## src/rtl/instr_fetch_ctrl.sv

```systemverilog
// Instruction fetch controller: owns the PC, reads a combinational instruction
// memory and queues {pc, instr} pairs in a 2-entry FIFO toward decode.
module instr_fetch_ctrl #(
    parameter logic [31:0] RESET_PC = 32'h0000_0000,
    parameter int          MEM_SIZE = 1024
) (
    input  logic        clk,
    input  logic        rst,
    input  logic        fetch_en,
    output logic [31:0] imem_pc,
    input  logic [31:0] imem_instr,
    input  logic        redirect_valid,
    input  logic [31:0] redirect_pc,
    output logic        out_valid,
    output logic [31:0] out_instr,
    output logic [31:0] out_pc,
    input  logic        out_ready,
    output logic        fault,
    output logic [31:0] fault_pc
);

    localparam logic [31:0] LAST_PC = 32'(MEM_SIZE - 4);

    typedef enum logic {RUN, FAULT} state_t;

    state_t      state, state_nxt;
    logic [31:0] pc, pc_nxt;
    logic        fault_q, fault_nxt;
    logic [31:0] fault_pc_q, fault_pc_nxt;

    logic [1:0]  count;
    logic [31:0] head_pc, head_instr;
    logic [31:0] tail_pc, tail_instr;

    logic        deq;
    logic        enq;
    logic        legal;
    logic        space;

    assign deq   = (count != 2'd0) && out_ready;
    assign legal = (pc[1:0] == 2'b00) && (pc <= LAST_PC);
    assign space = (count != 2'd2) || deq;

    always_ff @(posedge clk) begin
        if (rst) begin
            state      <= RUN;
            pc         <= RESET_PC;
            fault_q    <= 1'b0;
            fault_pc_q <= 32'h0;
        end else begin
            state      <= state_nxt;
            pc         <= pc_nxt;
            fault_q    <= fault_nxt;
            fault_pc_q <= fault_pc_nxt;
        end
    end

    // Redirect outranks everything; in FAULT the PC is parked until redirected.
    always_comb begin
        state_nxt    = state;
        pc_nxt       = pc;
        fault_nxt    = fault_q;
        fault_pc_nxt = fault_pc_q;
        enq          = 1'b0;
        if (redirect_valid) begin
            pc_nxt    = redirect_pc;
            state_nxt = RUN;
            fault_nxt = 1'b0;
        end else if (state == RUN && fetch_en) begin
            if (!legal) begin
                fault_nxt    = 1'b1;
                fault_pc_nxt = pc;
                state_nxt    = FAULT;
            end else if (space) begin
                enq    = 1'b1;
                pc_nxt = pc + 32'd4;
            end
        end
    end

    // Shift-style FIFO: head is always entry 0, so outputs come straight from registers.
    always_ff @(posedge clk) begin
        if (rst) begin
            count      <= 2'd0;
            head_pc    <= 32'h0;
            head_instr <= 32'h0;
            tail_pc    <= 32'h0;
            tail_instr <= 32'h0;
        end else if (redirect_valid) begin
            count <= 2'd0;
        end else begin
            case ({enq, deq})
                2'b10: begin
                    if (count == 2'd0) begin
                        head_pc    <= pc;
                        head_instr <= imem_instr;
                    end else begin
                        tail_pc    <= pc;
                        tail_instr <= imem_instr;
                    end
                    count <= count + 2'd1;
                end
                2'b01: begin
                    head_pc    <= tail_pc;
                    head_instr <= tail_instr;
                    count      <= count - 2'd1;
                end
                2'b11: begin
                    if (count == 2'd1) begin
                        head_pc    <= pc;
                        head_instr <= imem_instr;
                    end else begin
                        head_pc    <= tail_pc;
                        head_instr <= tail_instr;
                        tail_pc    <= pc;
                        tail_instr <= imem_instr;
                    end
                end
                default: ;
            endcase
        end
    end

    assign imem_pc   = pc;
    assign out_valid = (count != 2'd0);
    assign out_pc    = head_pc;
    assign out_instr = head_instr;
    assign fault     = fault_q;
    assign fault_pc  = fault_pc_q;

endmodule

```

## config.mk

```make
export PLATFORM = sky130hd
export DESIGN_NAME = instr_fetch_ctrl
export DESIGN_NICKNAME = d
export VERILOG_FILES = /design/src/rtl/instr_fetch_ctrl.sv
export SDC_FILE = /design/constraint.sdc
export NUM_CORES = 1
export LEC_CHECK = 0
export CAP_MARGIN = 25
export CORE_UTILIZATION = 44
export DETAILED_ROUTE_END_ITERATION = 8
export GPL_TIMING_DRIVEN = 1
export PLACE_DENSITY = 0.76
export SYNTH_ARGS = -nofsm -noshare
export SYNTH_HDL_FRONTEND = slang
export SYNTH_SLANG_ARGS = --single-unit
```

## constraint.sdc

```tcl
create_clock -name clk -period 2.9 [get_ports clk]
set_clock_uncertainty 0.1 [all_clocks]
set_input_delay 0.725 -clock clk [delete_from_list [all_inputs] [get_ports clk]]
set_output_delay 0.725 -clock clk [all_outputs]
set_load 0.02 [all_outputs]
```

# After elaboration in Yosys (flattened, before gate mapping)
# Cells that the tools add are included.
# word_totals
register_bits	195
in_bits	69
word_cells	63
# op_classes
add_sub_neg	3
order_cmp	1
n_eq_ne	8
n_mux	21
bitwise_logic	3
reduce_logical	19
# ops
operator	count
$mux W32	12
$pmux W32 S3	2
$pmux W32 S2	2
$add A32 B3 Y32 const B	1
$le A32 B10 Y1 const B	1
$reduce_bool A2 Y1	6
$reduce_and A3 Y1	3
$ne A2 B2 Y1 const B	4
$eq A2 B1 Y1 const B	2
$eq A2 B2 Y1 const B	2
$logic_not A2 Y1	2
$mux W1	4
$pmux W2 S2	1
$reduce_and A4 Y1	1
$logic_and A1 B1 Y1	3
$not A1 Y1	3
$reduce_bool A3 Y1	1
$add A2 B1 Y2 const B	1
$reduce_and A2 Y1	1
$reduce_or A2 Y1	1
$sub A2 B1 Y2 const B	1
$logic_or A1 B1 Y1	1

# Longest topological paths before layout
# Gate-level depths: netlist of run 1.
# logic_depth
depth_word	10
ltp_mapped	13
depth_no_buf	12

# Least setup slack after synthesis of run 1
# Ideal clock, no wire load.
# synth_path
kind	input-to-reg
startpoint	in fetch_en
endpoint	reg head_instr[14] (netlist: out_instr[14])
setup_time_ns	0.078
t_arrival_ns	2.935
required_time_ns	2.722
setup_slack_ns	-0.213
cell_stages	9
path_buffers	1
path_cell_list	nor2b_1 > o2111ai_4 > nor3_1 > ha_1 > a21oi_1 > nor2_2 > clkbuf_1 > a221oi_2 > nor3_1
# synth_between
elab_chain_len	6
elab_cells_between_ends	10
cone_classes	eq/ne: 4; mux: 3; reduce/logical: 3
# synth_rtl
element	line_no	source
from (decl)	9	input logic fetch_en,
$logic_and A1 B1 Y1 *	69	end else if (state == RUN && fetch_en) begin
$mux W1 *	69	
$mux W1 *	65	if (redirect_valid) begin
$eq A2 B2 Y1 or $eq A2 B1 Y1 (tied branches)	92	case ({enq, deq})
$ne A2 B2 Y1 (no source line) or $reduce_bool A3 Y1 (tied branches)	n/a	
$reduce_and A3 Y1 (no source line)	n/a	
to (signal assigned)	96	head_instr <= imem_instr;
to (signal assigned)	105	head_instr <= tail_instr;
to (signal assigned)	111	head_instr <= imem_instr;
to (decl)	32	logic [31:0] head_pc, head_instr;
# Every way passes the cells marked *; elsewhere a longest branch is shown, timed or not.
# A chain may end at the register's enable or synchronous reset.

# Worst setup path after layout of run 1
# layout_path
startpoint	in fetch_en
endpoint	reg head_instr[11] (netlist: out_instr[11])
# The elaborated chain is that of the path after synthesis.

==> results of run 1 <==
routing by layer:
layer | track usage | vias up | wire length, um
li1 | - | 3371 | -
met1 | 0.2928 | 3232 | 9255
met2 | 0.3877 | 206 | 10360
met3 | 0.07020 | 33 | 1630
met4 | 0.09613 | 0 | 437
met5 | 0 | - | 0
per-stage QoR:
| step | worst slack, ns | hold slack, ns |
|---|---|---|
| after floorplan | 0.05142 | 0.3364 |
| after global placement | -0.2048 | 0.3414 |
| after detailed placement | -0.2612 | 0.3473 |
| after CTS | 0.1524 | 0.3564 |
| after global routing | 0.02698 | 0.3692 |
| final | 0.1427 | 0.3555 |
final timing paths:
| path | from | slack [ns] | to |
|---|---|---|---|
| setup / recovery | fetch_en | 0.14 | out_instr[11]$_SDFFE_PP0P_ |
| hold / removal | tail_pc[12]$_SDFFE_PP0P_ | 0.36 | tail_pc[12]$_SDFFE_PP0P_ |
| setup reg to reg | count[0]$_SDFFE_PP0P_ | 0.21 | out_instr[11]$_SDFFE_PP0P_ |
| hold reg to reg | tail_pc[12]$_SDFFE_PP0P_ | 0.36 | tail_pc[12]$_SDFFE_PP0P_ |
flip-flops by register name (all words and copies together), names as in the netlist:
signal      flops
fault_pc       32
imem_pc        32
out_instr      32
out_pc         32
tail_instr     32
tail_pc        32
count           2
fault           1
Yosys cell counts (2+ instances only):
master    number
a21oi_1       70
clkbuf_1      52
inv_1         10
o22ai_1        2
nor4_2         4
nor2_1       126
dfxtp_1      195
xnor2_1        7
and4_1         3
nor3_2         3
nor3_1        66
o21ai_0        2
nand2_1      137
buf_2          3
a221oi_2      11
mux2i_1       55
nor2_2         2
buf_1          3
nor4_4         4
a211oi_1       3
nand3_1        4
a221oi_1      54
buf_6         10
ha_1           7
xor2_1         2
o21bai_1       3
tightest hold or removal path: cells and delay by family, from the launching register on:
kind	cells	cell delay, ns
flip-flops	1	0.31
AND/OR/NAND/NOR	1	0.05
AO/OA/AOI/OAI	1	0.05
what timing repair did:
item	CTS	global route
buffers inserted	0	4
endpoints found under the setup margin	0	2
resized for setup	0	8
cell type report:
type	instances	area, um2
flip-flops and latches	195	3905
inverters	11	41.29
well taps	225	281.5
multi-input cells	577	3493
diodes	1	2.502
clock buffers	21	480.5
fillers	1466	6290
repair buffers	252	2597
clock inverters	10	145.1
power by group through the flow:
stage	logic, uW	clock network, uW	registers, uW
floorplan	192	0	2890
CTS	540	2520	2780
finish	539	2490	2780
global placement	534	0	2830
detailed placement	537	0	2840
global route	574	2630	2780
kinds of logic after synthesis:
family                   count (synthesis)  share of synthesized area
adder cells (fa/ha/maj)                  7                    0.01133
flip-flops                             195                     0.5049
XOR/XNOR                                 9                    0.01019
multiplexers                            55                    0.07120
AND/OR/NAND/NOR                        354                     0.2047
AO/OA/AOI/OAI                          152                     0.1482
buffers and inverters                   80                    0.04951
==> impl_metrics.env, run 1 <==
export IMPL_r2r_cells=14
export IMPL_cts_sinks=195
export IMPL_finalHoldViolations=0
export IMPL_placedCellCount=1254
export IMPL_synth_ff_type="dfxtp_1"
export IMPL_crit_path_max_incr_delay_ns=0.49
export IMPL_layout_commonest_cell="clkdlybuf4s50_1"
export IMPL_peakVddDrop_uv=406.3
export IMPL_yosys_register_bits=195
export IMPL_cp_data_arrival_time_ns=2.96
export IMPL_power_uw=5800
export IMPL_tns_ns=0
export IMPL_syn_cell_area_um2=7732
export IMPL_cts_root_buf="clkbuf_16"
export IMPL_synth_top_cell_by_area="dfxtp_1"
export IMPL_gr_total_overflow=0
export IMPL_layout_nets=1130
export IMPL_portBuffers=198
export IMPL_p_leak_uw=0.004062
export IMPL_yosysSeqAreaShare=0.5049
export IMPL_slew_viol_final=0
export IMPL_syn_inst=852
export IMPL_die_h_um=134.6
export IMPL_ant_nets=0
export IMPL_clockBufferDepth=2
export IMPL_totalWireLength_mm=21.68
export IMPL_final_cell_mix="clkdlybuf4s50_1 (196), dfxtp_1 (194), nand2_1 (136)"
export IMPL_drive_above_1_share=0.1173
export IMPL_crit_fanout=15
export IMPL_rsz0062_at_grt="no"
export IMPL_vias=6842
export IMPL_design_portCount=199
export IMPL_power_switching_uw=1353
export IMPL_floorplan_rows=48
export IMPL_holdPathStages=2
export IMPL_grt_pass1_vias=6436
export IMPL_place_gp_congestion=0.8063
export IMPL_post_route_period_util=0.9508
export IMPL_cp_depth=12
export IMPL_clkPwrFrac=0.429
export IMPL_syn_nets=928
export IMPL_synth_edf_count=0
export IMPL_hpwlAfterDp_mm=13.95
export IMPL_start_util=0.4486
export IMPL_p_sw_frac=0.2332
export IMPL_drt_drc_violations_left=0
export IMPL_internal_power_uw=4447
export IMPL_netlist_area_leader_share=0.5049
export IMPL_crit_chain="clkdlybuf4s50_1 -> nor2b_4 -> o2111ai_4 -> nor3_2 -> inv_1 -> ha_1 -> a21oi_2 -> nor2_4 -> buf_12 -> clkbuf_16 -> a221oi_1 -> nor3_1"
export IMPL_via_per_inst=5.296
export IMPL_required_ns=3.11
export IMPL_ys_types=40
export IMPL_fmax_mhz=362.7
export IMPL_fp_dieW_um=134.6
export IMPL_grtUsageTotal=0.2374
export IMPL_ys_warn_count=0
export IMPL_crit_type="in -> reg"
export IMPL_fin_cells=1292
export IMPL_htreeDepth=4
export IMPL_clkTransAtPathRegs_ns=0.07
export IMPL_worst_hold_path_type="reg -> reg"
export IMPL_cts_buffers=17
export IMPL_avgSynthCellArea_um2=9.076
export IMPL_dr_pass1_iters=7
export IMPL_setup_viol=0
export IMPL_synthArstFlopShare=0
export IMPL_antenna_found_initial=2
export IMPL_fp_dieArea_um2=18110
export IMPL_synth_area_leaders="dfxtp_1 (50%), mux2i_1 (7.1%), nand2_1 (6.7%), a221oi_1 (6.1%), nor2_1 (6.1%)"
export IMPL_final_area_um2=10950
export IMPL_coreArea_um2=17240
export IMPL_synthToLayoutAreaGrowth_pct=41.57
export IMPL_p_seq_frac=0.478
export IMPL_path_delay_family="buffers and inverters"
export IMPL_endpoint_kind="register"
export IMPL_crit_buf_inv=4
export IMPL_maxCapViolations=0
export IMPL_cts_tree="built"
export IMPL_slowest_stage="clkdlybuf4s50_1"
export IMPL_power_per_cell_area_nw_per_um2=529.9
export IMPL_routedWlPerCell_um=16.78
export IMPL_worst_pin_slew_ns=0.5840
export IMPL_combinationalPowerShare=0.093
export IMPL_postPlaceCellArea_um2=10190
export IMPL_post_route_util=0.6351
export IMPL_min_period_ns=2.757
export IMPL_drt_iter0_markers=484
export IMPL_cp_start_kind="input port"
export IMPL_grt_pass1_wl_mm=33.53
export IMPL_slew_headroom=0.6098
export IMPL_grt_max_degree=96
export IMPL_outcome="completed"
export IMPL_worstSkewPairLatency_ns=0.43
export IMPL_hold_buffers=0
No activity file was read; power rests on OpenSTA's default activity.
==> run 2, diff against run 1 <==
Settings changed: CORE_UTILIZATION 44 to 53, PLACE_DENSITY 0.76 to 0.86.
Clock period 2.9 ns to 3.2 ns, I/O delays scaled along.
==> impl_metrics.env, run 2 (synthesis results as in run 1) <==
export IMPL_synthToLayoutAreaGrowth_pct=38.27
export IMPL_worst_pin_slew_ns=0.8918
export IMPL_required_ns=3.40
export IMPL_slowest_stage="clkdlybuf4s50_1"
export IMPL_met3_usage=0.07900
export IMPL_design_portCount=199
export IMPL_start_util=0.5507
export IMPL_rr_endpoint="tail_pc[17]$_SDFFE_PP0P_"
export IMPL_grt_pass1_vias=6654
export IMPL_cp_depth=11
export IMPL_rsz0062_at_grt="no"
export IMPL_drt_drc_violations_left=0
export IMPL_crit_path_max_incr_delay_ns=0.47
export IMPL_placedCellCount=1202
export IMPL_grtUsageMet2=0.4993
export IMPL_routedWlPerCell_um=17.27
export IMPL_drive_above_1_share=0.1016
export IMPL_cts_sinks=195
export IMPL_htreeDepth=4
export IMPL_dr_pass1_iters=5
export IMPL_hpwlAfterDp_mm=13.86
export IMPL_layout_commonest_cell="clkdlybuf4s50_1"
export IMPL_crit_fanout=19
export IMPL_clockBufferDepth=2
export IMPL_power_per_cell_area_nw_per_um2=479.9
export IMPL_r2r_cells=13
export IMPL_grtUsageTotal=0.2865
export IMPL_cts_buffers=17
export IMPL_grt_busiest_layer="met2"
export IMPL_slew_viol_final=0
export IMPL_cp_data_arrival_time_ns=3.17
export IMPL_crit_end="out_instr[30]$_SDFFE_PP0P_"
export IMPL_fp_dieW_um=122.8
export IMPL_cp_start_kind="input port"
export IMPL_crit_buf_inv=3
export IMPL_setup_viol=0
export IMPL_layout_nets=1117
export IMPL_maxCapViolations=0
export IMPL_holdPathStages=2
export IMPL_grt_pass1_wl_mm=33.27
export IMPL_peakVddDrop_uv=449.1
export IMPL_drt_iter0_markers=647
export IMPL_crit_type="in -> reg"
export IMPL_finalHoldViolations=0
export IMPL_portBuffers=198
export IMPL_antenna_found_initial=0
export IMPL_min_period_ns=2.972
export IMPL_place_gp_congestion=0.7749
export IMPL_post_cts_resized=0
export IMPL_post_route_util=0.7614
export IMPL_worst_hold_path_type="reg -> reg"
export IMPL_p_leak_uw=0.003959
export IMPL_crit_chain="clkdlybuf4s50_1 -> nor2b_1 -> o2111ai_4 -> nor3_2 -> inv_1 -> ha_1 -> a21oi_1 -> nor2_4 -> buf_12 -> a221oi_1 -> nor3_1"
export IMPL_final_cell_mix="clkdlybuf4s50_1 (196), dfxtp_1 (195), nand2_1 (136)"
export IMPL_num_antenna_cells=0
export IMPL_die_h_um=122.8
export IMPL_crit_start="fetch_en"
export IMPL_fill_cells=958
export IMPL_hold_buffers=0
export IMPL_reg2reg_slack_ns=0.40
export IMPL_ant_nets=0
export IMPL_endpoint_kind="register"
export IMPL_grt_max_degree=79
export IMPL_fmax_mhz=336.5
export IMPL_gr_total_overflow=0
export IMPL_path_delay_family="buffers and inverters"
export IMPL_cts_root_buf="clkbuf_16"
export IMPL_fp_dieArea_um2=15080
export IMPL_floorplan_rows=43
export IMPL_via_per_inst=5.680
export IMPL_clkTransAtPathRegs_ns=0.07
export IMPL_outcome="completed"
export IMPL_post_cts_repair_setup_buffers=0
export IMPL_vias=7003
export IMPL_totalWireLength_mm=21.29
export IMPL_slew_headroom=0.4042
export IMPL_r2r_start="count[1]$_SDFFE_PP0P_"
export IMPL_coreArea_um2=14040
export IMPL_power_uw=5130
export IMPL_use_met1=0.3332
export IMPL_post_route_period_util=0.9287
export IMPL_fin_cells=1233
export IMPL_worstSkewPairLatency_ns=0.44
export IMPL_cts_tree="built"
-- run 2: routing by layer --
metal / share of wire / up-vias
li1: - / 3354
met1: 0.40 / 3334
met2: 0.50 / 278
met3: 0.075 / 37
met4: 0.018 / 0
met5: 0 / -
-- run 2: how the worst min path moves through the flow --
stage               slack [ns]                   startpoint                          end
detailed placement        0.35     tail_pc[11]$_SDFFE_PP0P_     tail_pc[11]$_SDFFE_PP0P_
global route              0.37   tail_instr[7]$_SDFFE_PP0P_   tail_instr[7]$_SDFFE_PP0P_
finish                    0.36  tail_instr[12]$_SDFFE_PP0P_  tail_instr[12]$_SDFFE_PP0P_
global placement          0.34      tail_pc[4]$_SDFFE_PP0P_      tail_pc[4]$_SDFFE_PP0P_
CTS                       0.36     tail_pc[11]$_SDFFE_PP0P_     tail_pc[11]$_SDFFE_PP0P_
floorplan                 0.34   tail_instr[0]$_SDFFE_PP0P_   tail_instr[0]$_SDFFE_PP0P_
-- run 2: final cells by class --
class / instances / area [um2] / area share
Clock buffer: 20 / 466.7 / 0.04365
Clock inverter: 11 / 126.4 / 0.01182
Inverter: 11 / 41.29 / 0.003862
Multi-Input combinational cell: 577 / 3467 / 0.3243
Sequential cell: 195 / 3904 / 0.3651
Tap cell: 180 / 225.2 / 0.02106
Timing Repair Buffer: 239 / 2461 / 0.2302
-- run 2: per-stage QoR --
step / hold WS (ns) / TNS (ns) / cell area (um2) / worst slack (ns)
5_1_grt: 0.3716 / 0 / 10690 / 0.02014
3_3_place_gp: 0.3414 / -7.698 / 10090 / -0.1334
6_report: 0.3570 / 0 / 10690 / 0.2280
4_1_cts: 0.3572 / 0 / 10690 / 0.1683
3_5_place_dp: 0.3475 / -21.88 / 10090 / -0.2615
2_1_floorplan: 0.3364 / 0 / 7732 / 0.01215
-- run 2: worst reg2reg max path, cell delays in order, from the launching register on --
cell,delay (ns)
dfxtp_1,0.32
inv_1,0.10
ha_1,0.25
nand2b_1,0.18
inv_2,0.07
o2111ai_4,0.20
nor3_2,0.08
buf_4,0.14
ha_1,0.19
buf_4,0.14
o211ai_1,0.42
buf_12,0.26
nand2_1,0.10
a21oi_1,0.19
-- run 2: where the power goes --
part	internal [uW]	switching [uW]	leakage, uW	total, uW
clock network	1220	925	0.000287	2140
logic	230	234	0.00209	464
registers	2470	56.7	0.00158	2530
